### src/rtl/restoring_divider_pkg.sv
// Shared arithmetic back-end definitions.
// State encodings and default width for divider (and later multiplier).
package restoring_divider_pkg;

  localparam int DIV_WIDTH = 4;

  localparam logic [1:0] ST_IDLE = 2'd0;
  localparam logic [1:0] ST_RUN  = 2'd1;
  localparam logic [1:0] ST_DONE = 2'd2;

  // Counter width able to hold 0..w.
  function automatic int cnt_width(input int w);
    return $clog2(w + 1);
  endfunction

endpackage

### src/rtl/restoring_divider_addsub.sv
// Ripple-carry add/subtract cell shared with the add/sub unit.
// Subtract: a + ~b + 1; borrow is the inverted carry out.
module div_addsub #(
  parameter int N = 5
) (
  input  logic [N-1:0] a_i,
  input  logic [N-1:0] b_i,
  input  logic         sub_i,
  output logic [N-1:0] res_o,
  output logic         borrow_o
);

  logic [N:0]   c;
  logic [N-1:0] bx;

  assign bx   = b_i ^ {N{sub_i}};
  assign c[0] = sub_i;

  for (genvar i = 0; i < N; i++) begin : g_fa
    assign res_o[i] = a_i[i] ^ bx[i] ^ c[i];
    assign c[i+1]   = (a_i[i] & bx[i])
                    | (c[i] & (a_i[i] ^ bx[i]));
  end

  assign borrow_o = sub_i & ~c[N];

endmodule

### src/rtl/restoring_divider.sv
// Sequential unsigned restoring divider, one quotient bit per clock.
// Dividend is shifted out of Q into R; trial subtract decides each bit.
module restoring_divider
  import restoring_divider_pkg::*;
#(
  parameter int WIDTH = DIV_WIDTH
) (
  input  logic             clk,
  input  logic             rst,
  input  logic             Start,
  input  logic [WIDTH-1:0] Dividend,
  input  logic [WIDTH-1:0] Divisor,
  output logic             Busy,
  output logic             Done,
  output logic [WIDTH-1:0] Quotient,
  output logic [WIDTH-1:0] Remainder,
  output logic             DivZero
);

  localparam int CW = cnt_width(WIDTH);

  logic [1:0]       state_q, state_d;
  logic [CW-1:0]    cnt_q, cnt_d;
  logic [WIDTH-1:0] q_q, q_d;
  logic [WIDTH:0]   r_q, r_d;
  logic [WIDTH-1:0] d_q, d_d;
  logic [WIDTH-1:0] quo_q, quo_d;
  logic [WIDTH-1:0] rem_q, rem_d;
  logic             dz_q, dz_d;

  logic [WIDTH:0]   r_sh;
  logic [WIDTH:0]   t;
  logic             borrow;
  logic [WIDTH-1:0] q_nx;
  logic [WIDTH:0]   r_nx;
  logic             last;

  assign r_sh = {r_q[WIDTH-1:0], q_q[WIDTH-1]};

  div_addsub #(
    .N (WIDTH + 1)
  ) u_addsub (
    .a_i      (r_sh),
    .b_i      ({1'b0, d_q}),
    .sub_i    (1'b1),
    .res_o    (t),
    .borrow_o (borrow)
  );

  assign q_nx = {q_q[WIDTH-2:0], ~borrow};
  assign r_nx = borrow ? r_sh : t;
  assign last = (cnt_q == CW'(WIDTH - 1));

  // Next-state: accept, iterate, publish results.
  always_comb begin
    state_d = state_q;
    cnt_d   = cnt_q;
    q_d     = q_q;
    r_d     = r_q;
    d_d     = d_q;
    quo_d   = quo_q;
    rem_d   = rem_q;
    dz_d    = dz_q;
    unique case (1'b1)
      (state_q == ST_IDLE): begin
        if (Start) begin
          d_d   = Divisor;
          q_d   = Dividend;
          r_d   = '0;
          cnt_d = '0;
          if (Divisor == '0) begin
            quo_d   = '1;
            rem_d   = Dividend;
            dz_d    = 1'b1;
            state_d = ST_DONE;
          end else begin
            state_d = ST_RUN;
          end
        end
      end
      (state_q == ST_RUN): begin
        q_d   = q_nx;
        r_d   = r_nx;
        cnt_d = cnt_q + 1'b1;
        if (last) begin
          quo_d   = q_nx;
          rem_d   = r_nx[WIDTH-1:0];
          dz_d    = 1'b0;
          state_d = ST_DONE;
        end
      end
      (state_q == ST_DONE): begin
        state_d = ST_IDLE;
      end
      default: begin
        state_d = ST_IDLE;
      end
    endcase
  end

  // State and result registers, synchronous reset.
  always_ff @(posedge clk) begin
    if (rst) begin
      state_q <= ST_IDLE;
      cnt_q   <= '0;
      q_q     <= '0;
      r_q     <= '0;
      d_q     <= '0;
      quo_q   <= '0;
      rem_q   <= '0;
      dz_q    <= 1'b0;
    end else begin
      state_q <= state_d;
      cnt_q   <= cnt_d;
      q_q     <= q_d;
      r_q     <= r_d;
      d_q     <= d_d;
      quo_q   <= quo_d;
      rem_q   <= rem_d;
      dz_q    <= dz_d;
    end
  end

  assign Busy      = (state_q != ST_IDLE);
  assign Done      = (state_q == ST_DONE);
  assign Quotient  = quo_q;
  assign Remainder = rem_q;
  assign DivZero   = dz_q;

endmodule
### config.mk
export PLATFORM = sky130hd
export DESIGN_NAME = restoring_divider
export DESIGN_NICKNAME = d
export VERILOG_FILES = /design/src/rtl/restoring_divider_pkg.sv /design/src/rtl/restoring_divider_addsub.sv /design/src/rtl/restoring_divider.sv
export SDC_FILE = /design/constraint.sdc
export NUM_CORES = 1
export LEC_CHECK = 0
export BUFFER_PORTS_ARGS = -buffer_cell sky130_fd_sc_hd__buf_2
export CORE_AREA = 2 2 53 55
export DETAILED_ROUTE_END_ITERATION = 16
export DIE_AREA = 0 0 55 57
export GPL_ROUTABILITY_DRIVEN = 0
export GPL_TIMING_DRIVEN = 0
export PLACE_DENSITY = 0.86
export SLEW_MARGIN = 20
export SYNTH_ARGS = -nofsm -noshare
export SYNTH_HDL_FRONTEND = slang
export SYNTH_SLANG_ARGS = --single-unit
### constraint.sdc
create_clock -name clk -period 3 [get_ports clk]
set_input_delay 0.3 -clock clk [delete_from_list [all_inputs] [get_ports clk]]
set_output_delay 0.3 -clock clk [all_outputs]
set_load 0.1 [all_outputs]
Word level (Yosys, flattened, before mapping). Index checks and enable logic that the tools add are counted.

Logic and storage cells: 70. Register bits: 26. Output and inout bits: 11. Input bits: 11.

Equality and inequality tests: 6. Add/subtract/negate cells: 1. Bitwise gates (word level): 24. Reductions and logical operators: 8. Mux-type cells: 23.

Operators with widths (number): $mux 4 (9); $pmux 4 s2 (4); $and 1x1->1 (9); $xor 1x1->1 (8); $mux 2 (3); $pmux 3 s2 (1); $reduce_and 2->1 (3); $not 4->5 (1); $or 1x1->1 (5); $logic_not 4->1 (1); $ne 2x2->1 const B (2); $pmux 2 s2 (1); $reduce_and 4->1 (1); $reduce_bool 2->1 (2); $add 3x1->3 const B (1); $eq 3x2->1 const B (1); $mux 1 (3); $mux 3 (1); $eq 2x1->1 const B (1); $eq 2x2->1 const B (1); $logic_not 2->1 (1); $ne 2x1->1 const B (1); $pmux 1 s2 (1); $not 1->1 (1).

Depth between registers and ports, before layout. Gate-level depths: netlist of run 1.

Depth in word-level cells: 14. Depth in mapped cells: 8. Depth with buffers taken out: 8.

Modules after synthesis. From an unflattened synthesis of run 1, not the netlist that was laid out.

Cells, all modules: 150. Area, all modules: 1416.4 sq um.

Modules (own cells, without submodules): restoring_divider (area an instance 1241.2 sq um, cells each 132, instances 1); div_addsub (area an instance 175.2 sq um, cells each 18, instances 1).

Least setup slack after synthesis of run 1. No wires, ideal clock.

Path type: flip-flop to flip-flop. Start point: register q_q[3]. End point: register rem_q[0], in the netlist Remainder[0]. Setup slack: 0.505 ns. Buffers on the path: 0. Setup time: 0.088 ns. Stages on the path, launching flop included: 9. Data required time: 2.912 ns. Arrival time: 2.406 ns. Cells stage by stage: dfxtp_1 -> inv_1 -> ha_1 -> fa_1 -> fa_1 -> fa_1 -> nor3b_1 -> a211o_1 -> a311oi_2.

Longest elaborated chain between the ends: 13. Elaborated cells between the ends (all ways): 15. Those cells by class: mux: 3; bitwise: 12.

Ends and longest elaborated chain: start, declared (RTL line restoring_divider.sv:24) `logic [WIDTH-1:0] q_q, q_d;`; start signal, assigned (RTL line restoring_divider.sv:115) `q_q <= q_d;`; $and 1x1->1 / $xor 1x1->1 (equally long branches) (RTL line restoring_divider_addsub.sv:21, restoring_divider_addsub.sv:20, restoring_divider_addsub.sv:22); $or 1x1->1 (RTL line restoring_divider_addsub.sv:22) `| (c[i] & (a_i[i] ^ bx[i]));`; $and 1x1->1 (RTL line restoring_divider_addsub.sv:22); $or 1x1->1 (RTL line restoring_divider_addsub.sv:22); $and 1x1->1 (RTL line restoring_divider_addsub.sv:22); $or 1x1->1 (RTL line restoring_divider_addsub.sv:22); $and 1x1->1 (RTL line restoring_divider_addsub.sv:22); $or 1x1->1 (RTL line restoring_divider_addsub.sv:22); $and 1x1->1 (RTL line restoring_divider_addsub.sv:22); $or 1x1->1 (RTL line restoring_divider_addsub.sv:22); $mux 4 (*) (RTL line restoring_divider.sv:51) `assign r_nx = borrow ? r_sh : t;`; $mux 4 (*) (RTL line restoring_divider.sv:85) `if (last) begin`; $pmux 4 s2 (*) (RTL line restoring_divider.sv:64) `unique case (1'b1)`; end signal, assigned (RTL line restoring_divider.sv:119) `rem_q <= rem_d;`; end, declared (RTL line restoring_divider.sv:28) `logic [WIDTH-1:0] rem_q, rem_d;`.

Every way passes the cells marked *; elsewhere a longest branch is shown, timed or not. The select of a mux whose other input is x is not followed. A chain may end at the register's enable or synchronous reset.

Worst setup path in the final report of run 1.
Start point: register q_q[3]. End point: register rem_q[2], in the netlist Remainder[2].

Longest elaborated chain between the ends: 13. Elaborated cells between the ends (all ways): 15. Those cells by class: mux: 3; bitwise: 12.

Ends and longest elaborated chain (RTL line): $and 1x1->1 / $xor 1x1->1 (equally long branches) (restoring_divider_addsub.sv:21, restoring_divider_addsub.sv:22); $or 1x1->1 (*) (restoring_divider_addsub.sv:22); $and 1x1->1 (*) (restoring_divider_addsub.sv:22); $or 1x1->1 (*) (restoring_divider_addsub.sv:22); $and 1x1->1 (restoring_divider_addsub.sv:22); $or 1x1->1 (restoring_divider_addsub.sv:22); $and 1x1->1 (restoring_divider_addsub.sv:22); $or 1x1->1 (restoring_divider_addsub.sv:22); $and 1x1->1 (restoring_divider_addsub.sv:22); $or 1x1->1 (restoring_divider_addsub.sv:22); $mux 4 (*) (restoring_divider.sv:51); $mux 4 (*) (restoring_divider.sv:85); $pmux 4 s2 (*) (restoring_divider.sv:64).

Marks and branches as above.

==> results of run 1 <==
## cells in the mapped netlist, drive strengths merged
library cell / number
ha: 3
a21oi: 6
nor2b: 2
o211ai: 1
dfxtp: 26
nor3b: 5
nand3b: 1
a2bb2oi: 1
a21o: 1
nand2b: 7
mux2i: 4
fa: 3
or2: 1
a211oi: 11
clkbuf: 5
a211o: 4
nor4b: 3
nand2: 11
nand4bb: 1
nor2: 13
inv: 8
a22oi: 1
o21a: 1
nor4: 1
and3b: 1
o21bai: 1
or3b: 1
buf: 5
a311oi: 7
o21ba: 1
## worst max-delay path: stages, from the launching register on
cell and delay, ns:
dfxtp_1 0.39, inv_1 0.06, ha_1 0.20, fa_1 0.37
fa_1 0.39, fa_1 0.47, nor3b_1 0.19, a211o_1 0.33
a311oi_2 0.25
## registers in the layout, indices dropped and copies added, names as in the netlist
register	count
DivZero	1
Quotient	4
Remainder	4
cnt_q	3
d_q	4
q_q	4
r_q	4
state_q	2
## power breakdown
part / internal [mW] / leakage (nW) / total [mW] / switching, mW
logic: 0.0631 / 0.359 / 0.175 / 0.112
clock network: 0.135 / 0.0279 / 0.245 / 0.109
registers: 0.365 / 0.212 / 0.381 / 0.0157
## cell families after synthesis
family          share of synthesized area, %
compound gates                          22.7
simple gates                            21.1
fa+ha+maj                               7.39
buf+inv                                 6.26
flops                                   39.4
mux                                     3.03
## layout make-up
type	count	area (sq um)
plain buffers	10	52.6
clock buffers	3	22.5
clock inverters	1	30.0
fillers	238	1100
inverters	8	30.0
multi-input cells	92	717
flip-flops and latches	26	520
well taps	31	38.8
repair buffers	20	100
## how the worst max path moves through the flow
stage,cells after the start,end,slack (ns),from
3_5_place_dp,8,Remainder[2]$_SDFFE_PP0P_,0.31,q_q[3]$_SDFFE_PP0P_
4_1_cts,8,Remainder[2]$_SDFFE_PP0P_,0.29,q_q[3]$_SDFFE_PP0P_
5_1_grt,8,Remainder[0]$_SDFFE_PP0P_,0.13,q_q[3]$_SDFFE_PP0P_
2_1_floorplan,8,Remainder[0]$_SDFFE_PP0P_,0.51,q_q[3]$_SDFFE_PP0P_
6_report,8,Remainder[2]$_SDFFE_PP0P_,0.27,q_q[3]$_SDFFE_PP0P_
3_3_place_gp,8,Remainder[1]$_SDFFE_PP0P_,0.37,q_q[3]$_SDFFE_PP0P_
## per-stage QoR
stage,total power [mW],utilization (%)
after detailed placement,0.562,55.8
after CTS,0.800,57.8
after floorplan,0.518,-
after global placement,0.552,55.8
after global routing,0.832,57.8
final,0.801,57.8
## per-layer routing
metal	track usage (%)	share of wire, %	vias to the layer above
li1	-	-	535
met1	26.8	45	510
met2	33.3	49	22
met3	3.40	3.5	6
met4	11.1	2.7	0
met5	0	0	-
==> summary.txt, run 1 <==
CTS Root Cell: clkbuf_4
core area: 0.00262 sq mm
DR WL/cell: 15.0 microns
most frequent cells in the layout: 26 x dfxtp_1, 22 x buf_2, 13 x nor2_1, 11 x nand2_1, 10 x a211oi_1
Synth Instances: 136
setup violators final: 0
RSZ-0062 raised after global routing: false
leakage: 0.599 nW
deepest clock path buffer count: 2
worst r2r path cells: 8
mapped cell area: 0.00132 sq mm
Synth area leader: dfxtp_1
# rows: 19
Die X: 55 microns
final setup margin: 0.267 ns
CP required: 3.25 ns
worst slack, placed: 0.313 ns
hold_ws: 0.243 ns
Final ANT Viol Nets: 0
Skew-Pair Late Insertion Delay: 0.33 ns
r2r setup slk: 0.27 ns
vias in the first global route: 1057
layout cells sized above 1: 23.8%
area delta synth->final: 14.5%
diode count: 0
Avg Vias per Cell: 5.62
Netlist cell types: 38
Critical Path AT: 2.99 ns
post-layout min period: 2.73 ns
status: complete, no violations
pins over their slew limit: 0
Final Hold Viols: 0
#FFs+latches synth: 26
Iteration-0 DRC Markers: 54
All-Layer GR Usage: 21.0%
maximum clock rate: 0.366 GHz
drt first pass iters: 4
DIE AREA: 0.00314 sq mm
Yosys top cell area share: 39.4%
worst hold endpoint: q_q[1]$_SDFFE_PP0P_
skew final: 0.00545 ns
setup TNS: 0 ns
clock sinks: 26
H-tree depth: 1
critical path launch point type: flip-flop
maximum vdd drop: 0.319 mV
Synth area leaders: dfxtp_1 39%, a211oi_1 5.7%, fa_1 4.5%
most common library cell in the layout ignoring fill and taps: dfxtp_1
YS warnings: 0
Syn Nets: 153
Die H: 57 microns
initial antenna violation count: 0
Max Cap Viol: 0
CP Class: flip-flop to flip-flop
Reg2Reg Launch Point: q_q[3]$_SDFFE_PP0P_
post-CTS sizing: 0
CTS tree: built
Worst-path clk slew: 0.15 ns
total CTS buffers: 3
Hold/Removal Path Class: input pin to flip-flop
period utilisation layout: 91.1%
final WL: 2860 microns
Post-CTS Setup Inserts: 0
average size of a mapped cell: 9.71 sq um
first-pass GRT wire length: 4730 microns
# port buffers: 20
P per Cell Area: 530 mW/mm^2
Placed Instance Area: 0.00146 sq mm
vias post-DR: 1073
relative slew slack: 59.7%
Post-CTS Hold Buffers: 0
Initial Util: 50.5%
post-route design area: 0.00151 sq mm
pin count of the biggest net entering global routing: 16
placed instance count: 187
DRC errors left: 0
CP Max Fanout: 6
hold path startpoint: Dividend[1]
post-synthesis sequential area ratio: 39.4%
capture point of the worst reg-to-reg path: Remainder[2]$_SDFFE_PP0P_
Worst Setup End Kind: flip-flop
placed wire-length estimate: 2210 microns
fin cells: 191
I/O pin cnt: 22
Post-layout nets: 178
total grt overflow: 0
hold path cells: 3
slew at the pin closest to its max-slew limit: 0.603 ns
Power figures use the tool's default switching activity.
==> run 2: changes to the inputs <==
--- a/config.mk
+++ b/config.mk
@@ -6,12 +6,14 @@
 export NUM_CORES = 1
 export LEC_CHECK = 0
 export BUFFER_PORTS_ARGS = -buffer_cell sky130_fd_sc_hd__buf_2
-export CORE_AREA = 2 2 53 55
+export CELL_PAD_IN_SITES_DETAIL_PLACEMENT = 1
+export CELL_PAD_IN_SITES_GLOBAL_PLACEMENT = 2
+export CORE_AREA = 2 2 66 68
 export DETAILED_ROUTE_END_ITERATION = 16
-export DIE_AREA = 0 0 55 57
+export DIE_AREA = 0 0 68 70
 export GPL_ROUTABILITY_DRIVEN = 0
 export GPL_TIMING_DRIVEN = 0
-export PLACE_DENSITY = 0.86
+export PLACE_DENSITY = 0.87
 export SLEW_MARGIN = 20
 export SYNTH_ARGS = -nofsm -noshare
 export SYNTH_HDL_FRONTEND = slang
==> run 2 against run 1 <==
Wire length up 15%; total power is 6.8% higher; final cell count rose by 11%; sequential share of layout area shrank 1.0 points; die area grew 52%; hold slack improved by 0.061 ns; clock-buffer cell count stayed put; critical path type unchanged; via count up 1.2%; non-clock buffer count did not move; flip-flop and latch count unchanged; largest power group unchanged; global-route usage down 5.6 points.
==> summary.txt, run 2 (synthesis gave the netlist of run 1 again) <==
Post-CTS Hold Buffers: 0
DRC errors left: 0
CP cell instances: inv_1, ha_1, fa_1, fa_1, fa_1, nor3b_1, a211o_1, a311oi_2
CP required: 3.20 ns
CTS tree: built
Post-CTS Setup Inserts: 0
DIE AREA: 0.00476 sq mm
crit path max-delay cell type: fa_1
area delta synth->final: 17.9%
# rows: 24
Switch Pwr: 0.248 mW
slew at the pin closest to its max-slew limit: 0.642 ns
critical path launch point type: flip-flop
stages on the worst setup path: 8
Final Hold Viols: 0
H-tree depth: 1
post-CTS sizing: 0
diode count: 0
placed wire-length estimate: 2590 microns
layout cells sized above 1: 23.8%
Critical Path AT: 2.92 ns
clock sinks: 26
fin cells: 212
initial antenna violation count: 0
drt first pass iters: 4
pin count of the biggest net entering global routing: 16
maximum vdd drop: 0.167 mV
status: complete, no violations
Worst Setup End Kind: flip-flop
post-layout min period: 2.72 ns
combinational power share: 20.5%
Internal Dissipation: 0.607 mW
core area: 0.00414 sq mm
P per Cell Area: 549 mW/mm^2
switching share of total power: 29.0%
Post-layout nets: 178
setup TNS: 0 ns
total CTS buffers: 3
Avg Vias per Cell: 5.12
first-pass GRT wire length: 5550 microns
post-layout power: 0.855 mW
vias post-DR: 1086
placed instance count: 208
Initial Util: 31.9%
DR WL/cell: 15.5 microns
I/O pin cnt: 22
fillers: 489
Die H: 70 microns
All-Layer GR Usage: 15.4%
vias in the first global route: 1123
Worst path top cell family by delay: adder cells
most frequent cells in the layout: 26 x dfxtp_1, 22 x buf_2, 13 x nor2_1, 11 x nand2_1, 10 x a211oi_1
Hold/Removal Path Class: input pin to flip-flop
maximum clock rate: 0.367 GHz
hold path cells: 3
Clock power frac: 35.0%
deepest clock path buffer count: 2
Max Cap Viol: 0
worst slack, placed: 0.300 ns
period utilisation layout: 90.8%
Die X: 68 microns
Worst Path Buf+Inv: 1
setup violators final: 0
skew final: 0.00320 ns
final WL: 3290 microns
Iteration-0 DRC Markers: 40
total grt overflow: 0
worst r2r path cells: 8
pins over their slew limit: 0
Most common cell on crit path: fa_1
Final ANT Viol Nets: 0
CTS Root Cell: clkbuf_8
CP Class: flip-flop to flip-flop
Worst-path clk slew: 0.09 ns
Seq pwr share: 44.5%
relative slew slack: 57.2%
Critical Path Max Stage Delay: 0.47 ns
Skew-Pair Late Insertion Delay: 0.28 ns
leakage: 0.607 nW
most common library cell in the layout ignoring fill and taps: dfxtp_1
# port buffers: 20
RSZ-0062 raised after global routing: false
final setup margin: 0.276 ns
CP Max Fanout: 6
-- run 2: worst reg2reg max path, delay by kind of cell, from the launching register on --
kind | cells | cell delay, ns
AOI/OAI and AO/OA | 2 | 0.59
adders and majority gates | 4 | 1.44
buffers and inverters | 1 | 0.07
DFF | 1 | 0.37
and+or+nand+nor | 1 | 0.18
-- run 2: path summary, 6_finish.rpt --
check | from | to | slack, ns
max reg2reg | q_q[3]$_SDFFE_PP0P_ | Remainder[0]$_SDFFE_PP0P_ | 0.28
min reg2reg | Quotient[1]$_SDFFE_PP0P_ | Quotient[1]$_SDFFE_PP0P_ | 0.47
min | Dividend[3] | q_q[3]$_SDFFE_PP0P_ | 0.30
max | q_q[3]$_SDFFE_PP0P_ | Remainder[0]$_SDFFE_PP0P_ | 0.28
-- run 2: power groups by stage --
stage / logic (mW) / clock network, mW / registers [mW]
after global routing: 0.194 / 0.311 / 0.384
after detailed placement: 0.176 / 0 / 0.389
after CTS: 0.177 / 0.300 / 0.381
final: 0.175 / 0.299 / 0.381
after global placement: 0.171 / 0 / 0.387
after floorplan: 0.115 / 0 / 0.403
-- run 2: stage by stage --
stage	util (%)	area, sq um	hold WS [ns]
2_1_floorplan	-	1320	0.444
3_3_place_gp	35.8	1490	0.442
3_5_place_dp	35.8	1490	0.453
4_1_cts	37.6	1560	0.308
5_1_grt	37.6	1560	0.330
6_report	37.6	1560	0.304
-- run 2: metal layers --
layer	global-route usage (%)	wire length, microns	vias up
met5	0	0	-
met4	7.56	68	0
met3	1.77	97	5
met2	24.8	1610	20
met1	20.0	1520	527
li1	-	-	534
-- run 2: layout make-up --
type,count,area (sq um),area share [%]
Multi-Input combinational cell,92,717,46.1
Sequential cell,26,520,33.4
Clock buffer,3,41.3,2.65
Timing Repair Buffer,20,100,6.43
Clock inverter,1,30.0,1.93
Inverter,8,30.0,1.93
Tap cell,52,65.1,4.18
Buffer,10,52.6,3.38
==> run 3: changes to the inputs <==
--- a/config.mk
+++ b/config.mk
@@ -5,15 +5,16 @@
 export SDC_FILE = /design/constraint.sdc
 export NUM_CORES = 1
 export LEC_CHECK = 0
+export ABC_AREA = 1
 export BUFFER_PORTS_ARGS = -buffer_cell sky130_fd_sc_hd__buf_2
 export CELL_PAD_IN_SITES_DETAIL_PLACEMENT = 1
 export CELL_PAD_IN_SITES_GLOBAL_PLACEMENT = 2
-export CORE_AREA = 2 2 66 68
+export CORE_AREA = 2 2 70 72
 export DETAILED_ROUTE_END_ITERATION = 16
-export DIE_AREA = 0 0 68 70
+export DIE_AREA = 0 0 72 74
 export GPL_ROUTABILITY_DRIVEN = 0
 export GPL_TIMING_DRIVEN = 0
-export PLACE_DENSITY = 0.87
+export PLACE_DENSITY = 0.86
 export SLEW_MARGIN = 20
 export SYNTH_ARGS = -nofsm -noshare
 export SYNTH_HDL_FRONTEND = slang
==> run 3 against run 2 <==
First-iteration DRC count fell by 35%; combinational power up 150%; final cell count rose by 26%; design area decreased by 1.9%; sequential share of layout area increased by 0.66 points; sequential power grew 12%; clock-buffer cell count unchanged; largest cell class unchanged.
==> summary.txt, run 3 <==
status: complete, no violations
critical path launch point type: flip-flop
CP Max Fanout: 3
RSZ-0062 raised after global routing: false
Yosys top cell area share: 40.6%
post-route design area: 0.00153 sq mm
post-synthesis sequential area ratio: 40.6%
total grt overflow: 0
dominant cell by count in the synthesized netlist: nor2_1
CTS Root Cell: clkbuf_8
Post-synth top cells: 51 x nor2_1, 43 x nand2_1, 26 x dfxtp_1
Critical Path AT: 2.68 ns
Post-CTS Setup Inserts: 0
P per Cell Area: 759 mW/mm^2
Skew-Pair Late Insertion Delay: 0.28 ns
post-CTS sizing: 0
worst hold endpoint: cnt_q[1]$_SDFFE_PP0P_
Max Cap Viol: 0
DIE AREA: 0.00533 sq mm
vias post-DR: 1196
drt first pass iters: 4
Critical Path Max Stage Delay: 0.41 ns
setup TNS: 0 ns
initial antenna violation count: 0
Most used DFF post-synth: dfxtp_1
Iteration-0 DRC Markers: 26
DR WL/cell: 11.9 microns
Setup crit start: q_q[3]$_SDFFE_PP0P_
period utilisation layout: 82.2%
CP required: 3.22 ns
H-tree depth: 1
fillers: 602
most common library cell in the layout ignoring fill and taps: nor2_1
Placed Instance Area: 0.00146 sq mm
Synth Instances: 188
Initial Util: 27.9%
CTS tree: built
total CTS buffers: 3
Netlist cell types: 17
stages on the worst setup path: 12
Worst-path clk slew: 0.10 ns
Post-CTS Hold Buffers: 0
All-Layer GR Usage: 13.3%
YS warnings: 0
Synth area leaders: dfxtp_1 41%, nor2_1 15%, nand2_1 13%
setup violators final: 0
Post-synth EDFFs: 0
# rows: 25
Most common cell on crit path: nor2_1
Final Hold Viols: 0
#FFs+latches synth: 26
post-layout min period: 2.47 ns
area delta synth->final: 19.0%
crit path max-delay cell type: fa_1
Hold/Removal Path Class: input pin to flip-flop
Avg Vias per Cell: 4.48
core area: 0.00460 sq mm
maximum clock rate: 0.406 GHz
hold path startpoint: rst
# port buffers: 21
Worst Path Buf+Inv: 2
Reg2Reg Launch Point: q_q[3]$_SDFFE_PP0P_
r2r setup slk: 0.53 ns
skew final: 0.00723 ns
DRC errors left: 0
mapped cell area: 0.00128 sq mm
first-pass GRT wire length: 5440 microns
deepest clock path buffer count: 2
final WL: 3180 microns
Async S/R FF share, synth: 0%
capture point of the worst reg-to-reg path: r_q[2]$_SDFFE_PP0P_
worst r2r path cells: 12
Worst path top cell family by delay: adder cells
Die X: 72 microns
Util after Layout: 33.2%
CP Class: flip-flop to flip-flop
most frequent cells in the layout: 51 x nor2_1, 43 x nand2_1, 26 x dfxtp_1, 21 x buf_2, 18 x inv_1
pin count of the biggest net entering global routing: 16
hold path cells: 2
CP cell instances: inv_1, ha_1, fa_1, fa_1, fa_1, inv_1, nor2_1, nor2_1, nand2_1, nand2_1, nor2_1, nor2_1
Post-layout nets: 231
pins over their slew limit: 0
relative slew slack: 68.0%
Synth area leader: dfxtp_1
leakage: 0.769 nW
diode count: 0
placed wire-length estimate: 2440 microns
Die H: 74 microns
Syn Nets: 205
slew at the pin closest to its max-slew limit: 0.480 ns
layout cells sized above 1: 16.0%
maximum vdd drop: 0.322 mV
I/O pin cnt: 22
Final ANT Viol Nets: 0
vias in the first global route: 1174
average size of a mapped cell: 6.82 sq um
Worst Setup End Kind: flip-flop
clock sinks: 26
==> run 3: cell count changes after synthesis, sizes merged, moves of 5 or more <==
cell	delta
nand2	+36
inv	+13
a211oi	-11
nor2	+39
nand3	+12
a311oi	-7
nand2b	-7
nor3b	-5
o21ai	+14
==> run 3: worst max path at each step <==
stage                                end
6_report             r_q[2]$_SDFFE_PP0P_
3_3_place_gp   Remainder[2]$_SDFFE_PP0P_
5_1_grt              r_q[2]$_SDFFE_PP0P_
4_1_cts              r_q[2]$_SDFFE_PP0P_
2_1_floorplan  Remainder[2]$_SDFFE_PP0P_
3_5_place_dp         r_q[2]$_SDFFE_PP0P_
==> run 3: final cells by class <==
class	instances	area (sq um)	share of cell area [%]
multi-input cells	138	664	43.5
plain buffers	3	18.8	1.23
clock buffers	3	41.3	2.70
inverters	21	78.8	5.16
clock inverters	1	30.0	1.97
repair buffers	21	105	6.89
flip-flops and latches	26	520	34.1
well taps	54	67.6	4.43
==> run 3: report_power, final <==
part,internal [mW],switching (mW)
Sequential,0.394,0.0326
Combinational,0.107,0.328
Clock,0.179,0.119
==> run 3: cells by family (layout without fill, tap and decap cells) <==
family | after synthesis | in the layout | share of synthesized area, %
AO/OA/AOI/OAI | 19 | 19 | 7.41
flip-flops | 26 | 26 | 40.6
AND/OR/NAND/NOR | 113 | 113 | 36.8
buffers and inverters | 24 | 49 | 7.61
adder cells (fa/ha/maj) | 6 | 6 | 7.61
==> run 3: per-stage QoR <==
| step | setup slack, ns | hold slack, ns | cells | power [mW] |
|---|---|---|---|---|
| 6_report | 0.534 | 0.271 | 267 | 1.16 |
| 5_1_grt | 0.304 | 0.269 | 267 | 1.24 |
| 4_1_cts | 0.510 | 0.255 | 267 | 1.18 |
| 3_5_place_dp | 0.538 | 0.459 | 263 | 0.878 |
| 3_3_place_gp | 0.556 | 0.449 | 263 | 0.869 |
| 2_1_floorplan | 0.779 | 0.369 | 188 | 0.777 |
==> run 3: layer usage <==
metal	share of wire, %	global-route usage [%]	vias up
met5	0	0	-
met1	50	17.2	552
met2	46	22.9	14
met3	2.6	1.76	4
li1	-	-	626
met4	1.4	5.03	0
